--- src/rtl/redmule_tile_sequencer.sv ---
// Walks the M/N/K tile space (K innermost, M outermost), one descriptor per valid/ready handshake;
// first tile is valid 1 cycle after start, and the descriptor holds while ready is low. Stall counter via REDMULE_TILE_SEQ_PERF_EN.
module redmule_tile_sequencer #(
  parameter int unsigned DimWidth  = 16,
  parameter int unsigned PerfWidth = 32
) (
  input  logic                 clk_i,
  input  logic                 rst_ni,
  input  logic                 clear_i,
  input  logic                 start_i,
  input  logic [DimWidth-1:0]  m_tiles_i,
  input  logic [DimWidth-1:0]  n_tiles_i,
  input  logic [DimWidth-1:0]  k_tiles_i,
  output logic                 tile_valid_o,
  input  logic                 tile_ready_i,
  output logic [DimWidth-1:0]  m_idx_o,
  output logic [DimWidth-1:0]  n_idx_o,
  output logic [DimWidth-1:0]  k_idx_o,
  output logic                 first_k_o,
  output logic                 last_k_o,
  output logic                 last_o,
  output logic                 busy_o,
  output logic                 done_o,
  output logic                 err_o,
  output logic [PerfWidth-1:0] stall_cnt_o
);

  typedef enum logic [1:0] {IDLE, ISSUE, DONE} state_e;

  state_e              state;
  logic [DimWidth-1:0] m_max, n_max, k_max;
  logic [DimWidth-1:0] m_nxt, n_nxt, k_nxt;
  logic                hs, k_wrap, n_wrap, dims_ok;

  // Limits are stored as count-1, so a count of 2^DimWidth-1 never needs an extra bit.
  always_comb begin
    hs      = tile_valid_o && tile_ready_i;
    k_wrap  = (k_idx_o == k_max);
    n_wrap  = (n_idx_o == n_max);
    k_nxt   = k_wrap ? '0 : k_idx_o + DimWidth'(1);
    n_nxt   = k_wrap ? (n_wrap ? '0 : n_idx_o + DimWidth'(1)) : n_idx_o;
    m_nxt   = (k_wrap && n_wrap) ? m_idx_o + DimWidth'(1) : m_idx_o;
    dims_ok = (|m_tiles_i) && (|n_tiles_i) && (|k_tiles_i);
  end

  always_ff @(posedge clk_i or negedge rst_ni) begin
    if (!rst_ni) begin
      state        <= IDLE;
      m_max        <= '0;
      n_max        <= '0;
      k_max        <= '0;
      m_idx_o      <= '0;
      n_idx_o      <= '0;
      k_idx_o      <= '0;
      first_k_o    <= 1'b0;
      last_k_o     <= 1'b0;
      last_o       <= 1'b0;
      tile_valid_o <= 1'b0;
      busy_o       <= 1'b0;
      done_o       <= 1'b0;
      err_o        <= 1'b0;
    end else if (clear_i) begin
      state        <= IDLE;
      m_max        <= '0;
      n_max        <= '0;
      k_max        <= '0;
      m_idx_o      <= '0;
      n_idx_o      <= '0;
      k_idx_o      <= '0;
      first_k_o    <= 1'b0;
      last_k_o     <= 1'b0;
      last_o       <= 1'b0;
      tile_valid_o <= 1'b0;
      busy_o       <= 1'b0;
      done_o       <= 1'b0;
      err_o        <= 1'b0;
    end else begin
      done_o <= 1'b0;
      err_o  <= 1'b0;
      case (state)
        IDLE: begin
          if (start_i) begin
            if (dims_ok) begin
              m_max        <= m_tiles_i - DimWidth'(1);
              n_max        <= n_tiles_i - DimWidth'(1);
              k_max        <= k_tiles_i - DimWidth'(1);
              m_idx_o      <= '0;
              n_idx_o      <= '0;
              k_idx_o      <= '0;
              first_k_o    <= 1'b1;
              last_k_o     <= (k_tiles_i == DimWidth'(1));
              last_o       <= (k_tiles_i == DimWidth'(1)) && (n_tiles_i == DimWidth'(1)) &&
                              (m_tiles_i == DimWidth'(1));
              tile_valid_o <= 1'b1;
              busy_o       <= 1'b1;
              state        <= ISSUE;
            end else begin
              err_o  <= 1'b1;
              done_o <= 1'b1;
            end
          end
        end
        ISSUE: begin
          if (hs) begin
            if (last_o) begin
              tile_valid_o <= 1'b0;
              m_idx_o      <= '0;
              n_idx_o      <= '0;
              k_idx_o      <= '0;
              first_k_o    <= 1'b0;
              last_k_o     <= 1'b0;
              last_o       <= 1'b0;
              done_o       <= 1'b1;
              state        <= DONE;
            end else begin
              m_idx_o   <= m_nxt;
              n_idx_o   <= n_nxt;
              k_idx_o   <= k_nxt;
              first_k_o <= (k_nxt == '0);
              last_k_o  <= (k_nxt == k_max);
              last_o    <= (k_nxt == k_max) && (n_nxt == n_max) && (m_nxt == m_max);
            end
          end
        end
        DONE: begin
          busy_o <= 1'b0;
          state  <= IDLE;
        end
        default: state <= IDLE;
      endcase
    end
  end

`ifdef REDMULE_TILE_SEQ_PERF_EN
  logic start_acc, stall;

  always_comb begin
    start_acc = (state == IDLE) && start_i && dims_ok;
    stall     = (state == ISSUE) && tile_valid_o && !tile_ready_i;
  end

  always_ff @(posedge clk_i or negedge rst_ni) begin
    if (!rst_ni) begin
      stall_cnt_o <= '0;
    end else if (clear_i || start_acc) begin
      stall_cnt_o <= '0;
    end else if (stall && !(&stall_cnt_o)) begin
      stall_cnt_o <= stall_cnt_o + PerfWidth'(1);
    end
  end
`else
  assign stall_cnt_o = '0;
`endif

endmodule
--- config.mk ---
export PLATFORM = sky130hd
export DESIGN_NAME = redmule_tile_sequencer
export DESIGN_NICKNAME = d
export VERILOG_FILES = /design/src/rtl/redmule_tile_sequencer.sv
export SDC_FILE = /design/constraint.sdc
export NUM_CORES = 1
export LEC_CHECK = 0
export ABC_CLOCK_PERIOD_IN_PS = 3800
export BUFFER_PORTS_ARGS = -buffer_cell sky130_fd_sc_hd__buf_2
export CORE_MARGIN = 2
export CORE_UTILIZATION = 40
export DETAILED_ROUTE_END_ITERATION = 8
export PLACE_DENSITY = 0.67
export SYNTH_ARGS = -nofsm -noshare
export SYNTH_HDL_FRONTEND = slang
export SYNTH_SLANG_ARGS = --single-unit
--- constraint.sdc ---
create_clock -name clk_i -period 3.8 [get_ports clk_i]
set_input_delay 0.57 -clock clk_i [delete_from_list [all_inputs] [get_ports clk_i]]
set_output_delay 0.57 -clock clk_i [all_outputs]
set_load 0.03 [all_outputs]
; ---- Yosys cells after proc, flatten, opt, wreduce, memory -nomap -nowiden
; Cells that the tools add are included.
[word_totals]
regBits = 105
memories = 0
output_inout_bits = 87
mem_bits_rw = 0
rom_bits = 0
latchBits = 0
[op_classes]
n_bitwise = 0
div = 0
n_addsub = 6
order_cmp = 0
n_eq_ne = 14
n_mux = 68
reduce_logical = 23
shift = 0
multipliers = 0
[ops]
columns = cell, n
row1 = 2-to-1 mux 16 bit, 27
row2 = case mux 16 bit (2 select lines), 3
row3 = equality test 16 bit, 5
row4 = "adder 16 x 1 -> 16 bit, second input constant", 3
row5 = "equality test 16 x 1 -> 1 bit, second input constant", 3
row6 = OR reduction 16 bit, 3
row7 = "subtractor 16 x 1 -> 16 bit, second input constant", 3
row8 = 2-to-1 mux 1 bit, 26
row9 = logical NOT 16 bit, 1
row10 = "!= test 3 bit, second input constant", 4
row11 = case mux 1 bit (2 select lines), 6
row12 = 2-to-1 mux 2 bit, 5
row13 = logical AND 1 bit, 8
row14 = AND reduction 4 bit, 2
row15 = AND reduction 3 bit, 2
row16 = nonzero test 2 bit, 3
row17 = nonzero test 3 bit, 2
row18 = AND reduction 5 bit, 1
row19 = case mux 2 bit (2 select lines), 1
row20 = "equality test 2 x 1 -> 1 bit, second input constant", 1
row21 = "equality test 2 bit, second input constant", 1
row22 = logical NOT 2 bit, 1

; ---- Logic depth before layout (Yosys ltp)
; Gate-level depths: netlist of the first run.
[logic_depth]
word_depth = 10
mapped_depth = 13

; ---- Worst setup path before layout of the first run
; OpenSTA, ideal clock, no wires.
[synth_path]
path_type = reg2reg
from = reg n_idx_o[8]
to = reg last_o
stages_incl_launch_ff = 11
required_ns = 3.723
arrival_ns = 3.241
n_path_buf = 2
slack_ns = 0.482
period_less_slack_ns = 3.318
setup_ns = 0.077
path_cell_list = dfrtp_1 > buf_2 > xor2_1 > a2111o_1 > or4_4 > or3_1 > clkbuf_2 > or4_1 > a2111oi_2 > nand4_1 > a21oi_1
[synth_between]
elab_chain_cells = 10
word_cells_on_any_way = 14
[synth_lines]
columns = item, line_no
row1 = "start, declared", 17  ; output logic [DimWidth-1:0] n_idx_o,
row2 = "start signal, assigned", 117  ; n_idx_o <= n_nxt;
row3 = adder 16 x 1 -> 16 bit or equality test 16 bit (tied branches), "41, 39"
row4 = 2-to-1 mux 16 bit (2 in a row), 41  ; n_nxt = k_wrap ? (n_wrap ? '0 : n_idx_o + DimWidth'(1)) : n_idx_o;
row5 = equality test 16 bit, 121  ; last_o <= (k_nxt == k_max) && (n_nxt == n_max) && (m_nxt == m_max);
row6 = logical AND 1 bit, 121
row7 = logical AND 1 bit (*), 121
row8 = 2-to-1 mux 1 bit (*), 105  ; if (last_o) begin
row9 = 2-to-1 mux 1 bit (*), 104  ; if (hs) begin
row10 = case mux 1 bit (2 select lines) (*), 80  ; case (state)
row11 = 2-to-1 mux 1 bit (*), 62  ; end else if (clear_i) begin
row12 = "end signal, assigned", 92  ; last_o <= (k_tiles_i == DimWidth'(1)) && (n_tiles_i == DimWidth'(1)) &&
row13 = "end signal, assigned", 121
row14 = "end, declared", 21  ; output logic last_o,
; Every way passes the cells marked *; elsewhere a longest branch is shown, timed or not. The select of a mux whose other input is x is not followed.
; A chain may end at the register's enable or synchronous reset.

; ---- Worst setup path after layout of the first run
[layout_path]
from = reg n_idx_o[9]
to = reg last_o
; The elaborated chain is that of the path after synthesis.

==> results of run 1 <==
==> cell usage in the layout (no fill, tap or decap), types with 6 or more instances in the layout <==
cell       Yosys  layout
nand4_1       27      27
clkbuf_16      0       9
o21ai_0       55      55
o41ai_1        7       7
conb_1         1      32
xnor2_1       76      76
nor3b_1        6       6
or3_1         12      12
nor4_1        32      29
a311oi_1       6       6
dfrtp_1      105     105
nor2b_1        6       6
o2bb2ai_1      7       7
nor2_1       113     111
a31oi_1        6       6
nand3_1       41      41
buf_4         32      37
o31ai_1       19      19
inv_1         26      26
buf_2          9     106
a211oi_1      41      41
xor2_1        35      35
a21oi_1       36      36
ha_1           9       9
nor3_1        40      40
nand2_1       84      84
and3_1        13      13
or4_1          9       9
==> metrics by stage <==
stage	util	setup WS, ps	cells	hold slack, ps	instance area (sq um)
floorplan	-	482	1022	274	8080
global placement	0.451	433	1338	458	8810
detailed placement	0.451	338	1338	463	8810
CTS	0.466	364	1354	451	9100
global route	0.466	165	1354	479	9100
finish	0.466	351	1354	399	9100
==> flip-flops by register name, summed over array words and instances (netlist names) <==
signal,count
n_idx_o,16
k_idx_o,16
first_k_o,1
busy_o,1
last_o,1
m_idx_o,16
err_o,1
state,2
last_k_o,1
done_o,1
k_max,16
tile_valid_o,1
n_max,16
m_max,16
==> path summary, 6_finish.rpt <==
check	start	to	slack, ps	depth (start not counted)
setup reg to reg	n_idx_o[9]	last_o	350	10
min in group clk_i	clear_i	err_o	460	2
setup / recovery	n_idx_o[9]	last_o	350	10
hold reg to reg	last_k_o	last_k_o	470	2
max in group asynchronous	rst_ni	k_max[8]	2580	2
hold / removal	rst_ni	first_k_o	400	1
==> power groups by stage <==
stage | registers, W | clock network [W] | logic (W)
3_3_place_gp | 0.00126 | 0 | 0.000523
5_1_grt | 0.00124 | 0.000996 | 0.000584
4_1_cts | 0.00123 | 0.000950 | 0.000529
6_report | 0.00124 | 0.000936 | 0.000530
2_1_floorplan | 0.00124 | 0 | 0.000361
3_5_place_dp | 0.00126 | 0 | 0.000527
==> logic make-up (layout without fill, tap and decap cells) <==
kind of cell | Yosys count | in the layout | synth area share
adder cells (fa/ha/maj) | 9 | 9 | 0.0141
other | 1 | 32 | 0.000471
XOR/XNOR | 112 | 112 | 0.125
multiplexers | 1 | 1 | 0.00141
buffers and inverters | 120 | 187 | 0.0733
flip-flops | 105 | 105 | 0.330
AND/OR/NAND/NOR | 409 | 409 | 0.254
AO/OA/AOI/OAI | 234 | 234 | 0.202
==> layer usage <==
metal	track usage	up-vias	part of all wire
met1	0.358	3723	0.48
met5	0	-	0
met3	0.0381	38	0.075
met2	0.332	337	0.43
li1	-	3745	-
met4	0.0740	0	0.019
==> critical path: stages, from the launching register on <==
cell and delay, ps:
dfrtp_1 490, xor2_1 210, a2111o_1 390, or4_4 650, and3_1 210, or3_1 310
a22oi_1 250, nor4bb_1 420, buf_4 200, nand4_1 80, a21oi_1 170
==> layout make-up <==
class	instances	area (sq um)	share of cell area
clock buffer	11	253	0.0278
clock inverter	5	40.0	0.00440
inverter	26	97.6	0.0107
multi-input combinational	797	4900	0.539
sequential	105	2630	0.289
tap	265	332	0.0364
timing repair buffer	145	848	0.0932
==> impl_metrics.toml, run 1 <==
[synth]
ys_ff_latch = 105
synth_top_area_cell = "dfrtp_1"
ys.flop_type = "dfrtp_1"
synth.distinct_cells = 69
synthTopCellsByCount = "nor2_1 (113), dfrtp_1 (105), nand2_1 (84)"
synth_area_leaders = "dfrtp_1 (33%), xnor2_1 (8.4%), nor2_1 (5.3%)"
synthCells = 991
async_flop_share = 1.00
synth_warnings = 0
synth_area_sq_um = 7970
yosysSeqAreaShare = 0.330
syn_area_per_cell_sq_um = 8.04
synth_top_area_frac = 0.330
synth_edf_count = 0
yosysMostFrequentCell = "nor2_1"

[power_and_ir_drop]
pwr-share-clk = 0.346
swShare = 0.320
p_int_w = 0.00184
pwr-share-comb = 0.196
power_w = 0.00270
power_density_nw_per_um2 = 297
power.switching_w = 0.000864
leakage_nw = 3.76
pwr-share-seq = 0.458
ir_drop_v = 0.000207

[timing]
finalSetupViolations = 0
min_period_ps = 3450
tns_ps = 0
drv_slew = 0
fmax_mhz = 290
rsz0062_at_grt = "false"
post-route-period-util = 0.908
relSlewSlack = 0.274
skew_ps = 8.24
worstMarginPinSlew_ps = 1090
hold_viol_final = 0

[cts]
clock-sinks = 105
h-tree-depth = 3
clk_latency_ps = 370
cts-buffers-inserted = 9
cts.repair.resized = 0
path_clk_slew_ps = 80
ctsHoldBuffers = 0
post_cts_buffers = 0
cts_max_path_buffers = 2
cts_tree = "yes"
cts_root_buf = "clkbuf_16"

[routing]
drt_pre_antenna_iters = 5
ant_nets = 0
viasPerCell = 5.79
wirelength_um = 24700
drtIter0Drc = 966
drc_errors = 0
wl_per_cell_um = 18.2
vias = 7843

[floorplanning]
initial_core_util = 0.408
dieArea_sq_um = 21100
num_rows = 51
io_pins = 140
core_sq_um = 19500
die_x_um = 145
die_h_um = 145

[placement]
dp_hpwl_um = 18500
io_buffers = 107
gp_congestion = 0.962

[cells_and_area]
finalNetCount = 1146
antenna_cells = 0
fillers = 1957
drive_gt1_frac = 0.166
syn_to_final_growth_pct = 14.2

[critical_path]
critPathKind = "register to register"
critPathArrivalTime_ps = 3740
crit_path_start_kind = "register"
endpoint_kind = "register"
path_max_fanout = 23
crit_required_ps = 4090

[run_status]
outcome = "finished clean"

[flow_run]
drv_cap = 0

[global_route]
grt_pass1_wl_um = 39700
grt_max_degree = 83
antenna_found_initial = 0
gr-total-overflow = 0
grt_pass1_vias = 7099
grt_use_total = 0.233

[hold_path]
hold_class = "primary input to async pin"
Power figures use the tool's default switching activity.
==> run 2: changes to the inputs <==
Settings changed: PLACE_DENSITY 0.67 to 0.61, RECOVER_POWER from default to 100.
==> impl_metrics.toml, run 2 (synthesis gave the netlist of run 1 again) <==
[global_route]
grt_pass1_wl_um = 40600
antenna_found_initial = 0
grt_use_total = 0.241
grt_use_met1 = 0.356
gr-total-overflow = 0
grt_max_degree = 58
top_usage_layer = "met2"
gr-usage-met3 = 0.0409
grt_pass1_vias = 7291
grtUsageMet2 = 0.360

[critical_path]
path_cells = "or2_0 -> a2111o_1 -> or4_4 -> or3_1 -> or4_1 -> a2111oi_2 -> nand4_1 -> a21oi_1"
path_max_fanout = 23
cp_slowest_cell = "or4_4"
r2r-end = "last_o"
crit_required_ps = 4080
max_stage_delay_ps = 650
crit_path_start_kind = "register"
reg2reg_depth = 8
critPathKind = "register to register"
rrSetupSlack_ps = 290
endpoint_kind = "register"
critPathArrivalTime_ps = 3800
worstReg2RegStart = "n_idx_o[0]"

[power_and_ir_drop]
power_density_nw_per_um2 = 310
pwr-share-comb = 0.192
pwr-share-clk = 0.371
p_int_w = 0.00194
pwr-share-seq = 0.438
power.switching_w = 0.000876
leakage_nw = 3.55
swShare = 0.311
ir_drop_v = 0.000206

[routing]
drtIter0Drc = 765
ant_nets = 0
vias = 7855
drc_errors = 0
drt_pre_antenna_iters = 5
viasPerCell = 5.77
wl_per_cell_um = 18.8
wirelength_um = 25600

[placement]
dp_cells = 1346
dp_hpwl_um = 19300
gp_congestion = 0.954
io_buffers = 107

[cells_and_area]
seqCellArea_sq_um = 2630
multi_input_area_sq_um = 4890
mostFrequentLayoutCells = "nor2_1 (112), dfrtp_1 (105), nand2_1 (84)"
finalNetCount = 1154
fillers = 2024
antenna_cells = 0
syn_to_final_growth_pct = 14.1
mostFrequentLayoutCell = "nor2_1"
drive_gt1_frac = 0.111
instances_no_fill = 1362

[timing]
worstMarginPinSlew_ps = 2870
finalSetupViolations = 0
drv_slew = 100
fmax_mhz = 285
rsz0062_at_grt = "false"
min_period_ps = 3510
tns_ps = 0
hold_viol_final = 0
post-route-period-util = 0.924
relSlewSlack = -0.911
skew_ps = 7.90

[cts]
h-tree-depth = 3
path_clk_slew_ps = 70
clock-sinks = 105
cts.repair.resized = 0
cts-buffers-inserted = 9
cts_tree = "yes"
post_cts_buffers = 0
clk_latency_ps = 360
cts_root_buf = "clkbuf_16"
cts_max_path_buffers = 2
ctsHoldBuffers = 0

[floorplanning]
core_sq_um = 19500
dieArea_sq_um = 21100
die_x_um = 145
die_h_um = 145
io_pins = 140
num_rows = 51
initial_core_util = 0.408

[run_status]
outcome = "complete, but fails checks"
violations = "max-capacitance violations, max-slew violations"

[hold_path]
worstHoldStart = "k_tiles_i[0]"
hold_class = "primary input to register"
hold_end = "k_max[0]"
holdPathStages = 2

[flow_run]
drv_cap = 2
-- run 2: through the flow --
stage	area (sq um)	utilization	hold WS [ps]	total power [W]	worst slack [ps]
4_1_cts	9200	0.471	274	0.00283	309
5_1_grt	9090	0.466	478	0.00294	58.3
3_3_place_gp	8880	0.455	454	0.00179	361
2_1_floorplan	8080	-	274	0.00160	482
3_5_place_dp	8880	0.455	472	0.00179	333
6_report	9090	0.466	482	0.00281	287
-- run 2: routing by layer --
| layer | wire length (um) | up-vias |
|---|---|---|
| li1 | - | 3763 |
| met1 | 12200 | 3743 |
| met2 | 11100 | 313 |
| met3 | 1730 | 36 |
| met4 | 562 | 0 |
| met5 | 0 | - |
-- run 2: cell type report --
cell class,count,share of cell area
Tap cell,265,0.0365
Sequential cell,105,0.289
Multi-Input combinational cell,797,0.538
Timing Repair Buffer,153,0.0903
Inverter,26,0.0107
Clock buffer,10,0.0252
Clock inverter,6,0.00991
-- run 2: how the worst max path moves through the flow --
| stage | startpoint | end | slack, ps | cells after the start |
|---|---|---|---|---|
| CTS | n_idx_o[0] | last_o | 310 | 8 |
| global placement | n_idx_o[0] | last_o | 360 | 9 |
| global route | m_tiles_i[0] | m_max[9] | 60 | 13 |
| floorplan | n_idx_o[8] | last_o | 480 | 10 |
| finish | n_idx_o[0] | last_o | 290 | 8 |
| detailed placement | n_idx_o[0] | last_o | 330 | 8 |
-- run 2: power by group through the flow --
stage / Combinational (W) / Clock, W / Sequential [W]
2_1_floorplan: 0.000361 / 0 / 0.00124
3_5_place_dp: 0.000542 / 0 / 0.00125
3_3_place_gp: 0.000540 / 0 / 0.00125
4_1_cts: 0.000544 / 0.00106 / 0.00123
5_1_grt: 0.000593 / 0.00111 / 0.00124
6_report: 0.000539 / 0.00104 / 0.00123
-- run 2: critical path: cells and delay by family (launching register included) --
kind	cells	cell delay, ps
compound gates	3	940
simple gates	5	2010
flops	1	480
==> run 3: changes to the inputs <==
Settings changed: CTS_BUF_LIST from default to sky130_fd_sc_hd__clkbuf_8 sky130_fd_sc_hd__clkbuf_16, CTS_CLUSTER_SIZE from default to 28, PLACE_DENSITY 0.61 to default.
==> impl_metrics.toml, run 3 (synthesis gave the netlist of run 1 again) <==
[run_status]
outcome = "complete, but fails checks"
violations = "max-capacitance violations, max-slew violations"

[floorplanning]
die_h_um = 145
die_x_um = 145
initial_core_util = 0.408
io_pins = 140
num_rows = 51
core_sq_um = 19500
dieArea_sq_um = 21100

[cells_and_area]
fillers = 2026
antenna_cells = 0
finalNetCount = 1157
syn_to_final_growth_pct = 14.6
drive_gt1_frac = 0.114
fin_util = 0.467
mostFrequentLayoutCells = "nor2_1 (112), dfrtp_1 (105), nand2_1 (84)"
mostFrequentLayoutCell = "nor2_1"

[power_and_ir_drop]
pwr-share-clk = 0.379
ir_drop_v = 0.000231
swShare = 0.313
power_density_nw_per_um2 = 313
pwr-share-comb = 0.190
power.switching_w = 0.000894
p_int_w = 0.00196
leakage_nw = 3.57
pwr-share-seq = 0.431

[routing]
drtIter0Drc = 648
wirelength_um = 25800
drt_pre_antenna_iters = 5
viasPerCell = 5.70
wl_per_cell_um = 18.9
vias = 7784
ant_nets = 0
drc_errors = 0

[hold_path]
hold_class = "primary input to register"

[cts]
cts_root_buf = "clkbuf_16"
post_cts_buffers = 0
cts.repair.resized = 0
clock-sinks = 105
cts-buffers-inserted = 9
cts_tree = "yes"
path_clk_slew_ps = 80
h-tree-depth = 3
cts_max_path_buffers = 2
clk_latency_ps = 360
ctsHoldBuffers = 0

[timing]
post-route-period-util = 0.941
min_period_ps = 3580
skew_ps = 11.0
rsz0062_at_grt = "false"
worstMarginPinSlew_ps = 2960
drv_slew = 51
finalSetupViolations = 0
relSlewSlack = -0.973
fmax_mhz = 280
hold_viol_final = 0
tns_ps = 0

[global_route]
grt_max_degree = 56
gr-total-overflow = 0
grt_pass1_wl_um = 40200
antenna_found_initial = 0
grt_pass1_vias = 7087
grt_use_total = 0.238

[flow_run]
drv_cap = 1

[placement]
io_buffers = 107
dp_hpwl_um = 19200
gp_congestion = 0.923

[critical_path]
critPathArrivalTime_ps = 3870
cp_slowest_cell = "nor4_2"
crit_path_start_kind = "register"
crit_required_ps = 4090
path_cells = "or2_1 -> a2111o_1 -> nor4_2 -> clkbuf_1 -> nand2_1 -> mux2_2 -> o2111ai_1 -> nor4_1 -> nand4_1 -> a21oi_1"
crit_family = "simple AND/OR/NAND/NOR gates"
critPathKind = "register to register"
max_stage_delay_ps = 680
path_max_fanout = 7
endpoint_kind = "register"
crit_buf_inv = 1
[run 3: metrics by stage]
stage	worst slack [ps]	total power, W	hold slack (ps)	std cells	area, sq um
after floorplan	482	0.00160	274	1022	8080
after global placement	211	0.00180	495	1349	8900
after detailed placement	248	0.00180	508	1349	8900
after CTS	216	0.00288	276	1365	9240
after global routing	52.7	0.00298	483	1365	9130
final	225	0.00286	480	1365	9130
[run 3: area by class of cell]
type	count	area, sq um	share of cell area
Timing Repair Buffer	156	842	0.0923
Multi-Input combinational cell	797	4890	0.536
Tap cell	265	332	0.0363
Clock inverter	6	96.3	0.0106
Sequential cell	105	2630	0.288
Clock buffer	10	239	0.0262
Inverter	26	97.6	0.0107
[run 3: final timing paths]
kind	from	endpoint	slack (ps)	cells after the start
max in group asynchronous	rst_ni	n_idx_o[7]	950	1
setup / recovery	n_idx_o[0]	last_o	220	10
hold / removal	k_tiles_i[0]	k_max[0]	480	2
setup reg to reg	n_idx_o[0]	last_o	220	10
hold reg to reg	last_k_o	last_k_o	510	2
min in group asynchronous	rst_ni	done_o	1160	1
[run 3: worst register-to-register path, stage by stage, from the launching register on]
cell and delay [ps]:
dfrtp_1 430, or2_1 260, a2111o_1 400, nor4_2 680, clkbuf_1 360, nand2_1 290, mux2_2 300, o2111ai_1 110
nor4_1 390, nand4_1 140, a21oi_1 160
[run 3: routing by layer]
| layer | GRT usage | vias up | share of wire | wire (um) |
|---|---|---|---|---|
| li1 | - | 3772 | - | - |
| met1 | 0.358 | 3677 | 0.49 | 12600 |
| met2 | 0.355 | 301 | 0.43 | 11100 |
| met3 | 0.0292 | 34 | 0.062 | 1590 |
| met4 | 0.0745 | 0 | 0.021 | 535 |
| met5 | 0 | - | 0 | 0 |
[run 3: power groups by stage]
stage,sequential (W),clock [W],combinational (W)
floorplan,0.00124,0,0.000361
global placement,0.00125,0,0.000545
detailed placement,0.00125,0,0.000546
CTS,0.00123,0.00110,0.000549
global route,0.00124,0.00115,0.000591
finish,0.00123,0.00108,0.000544
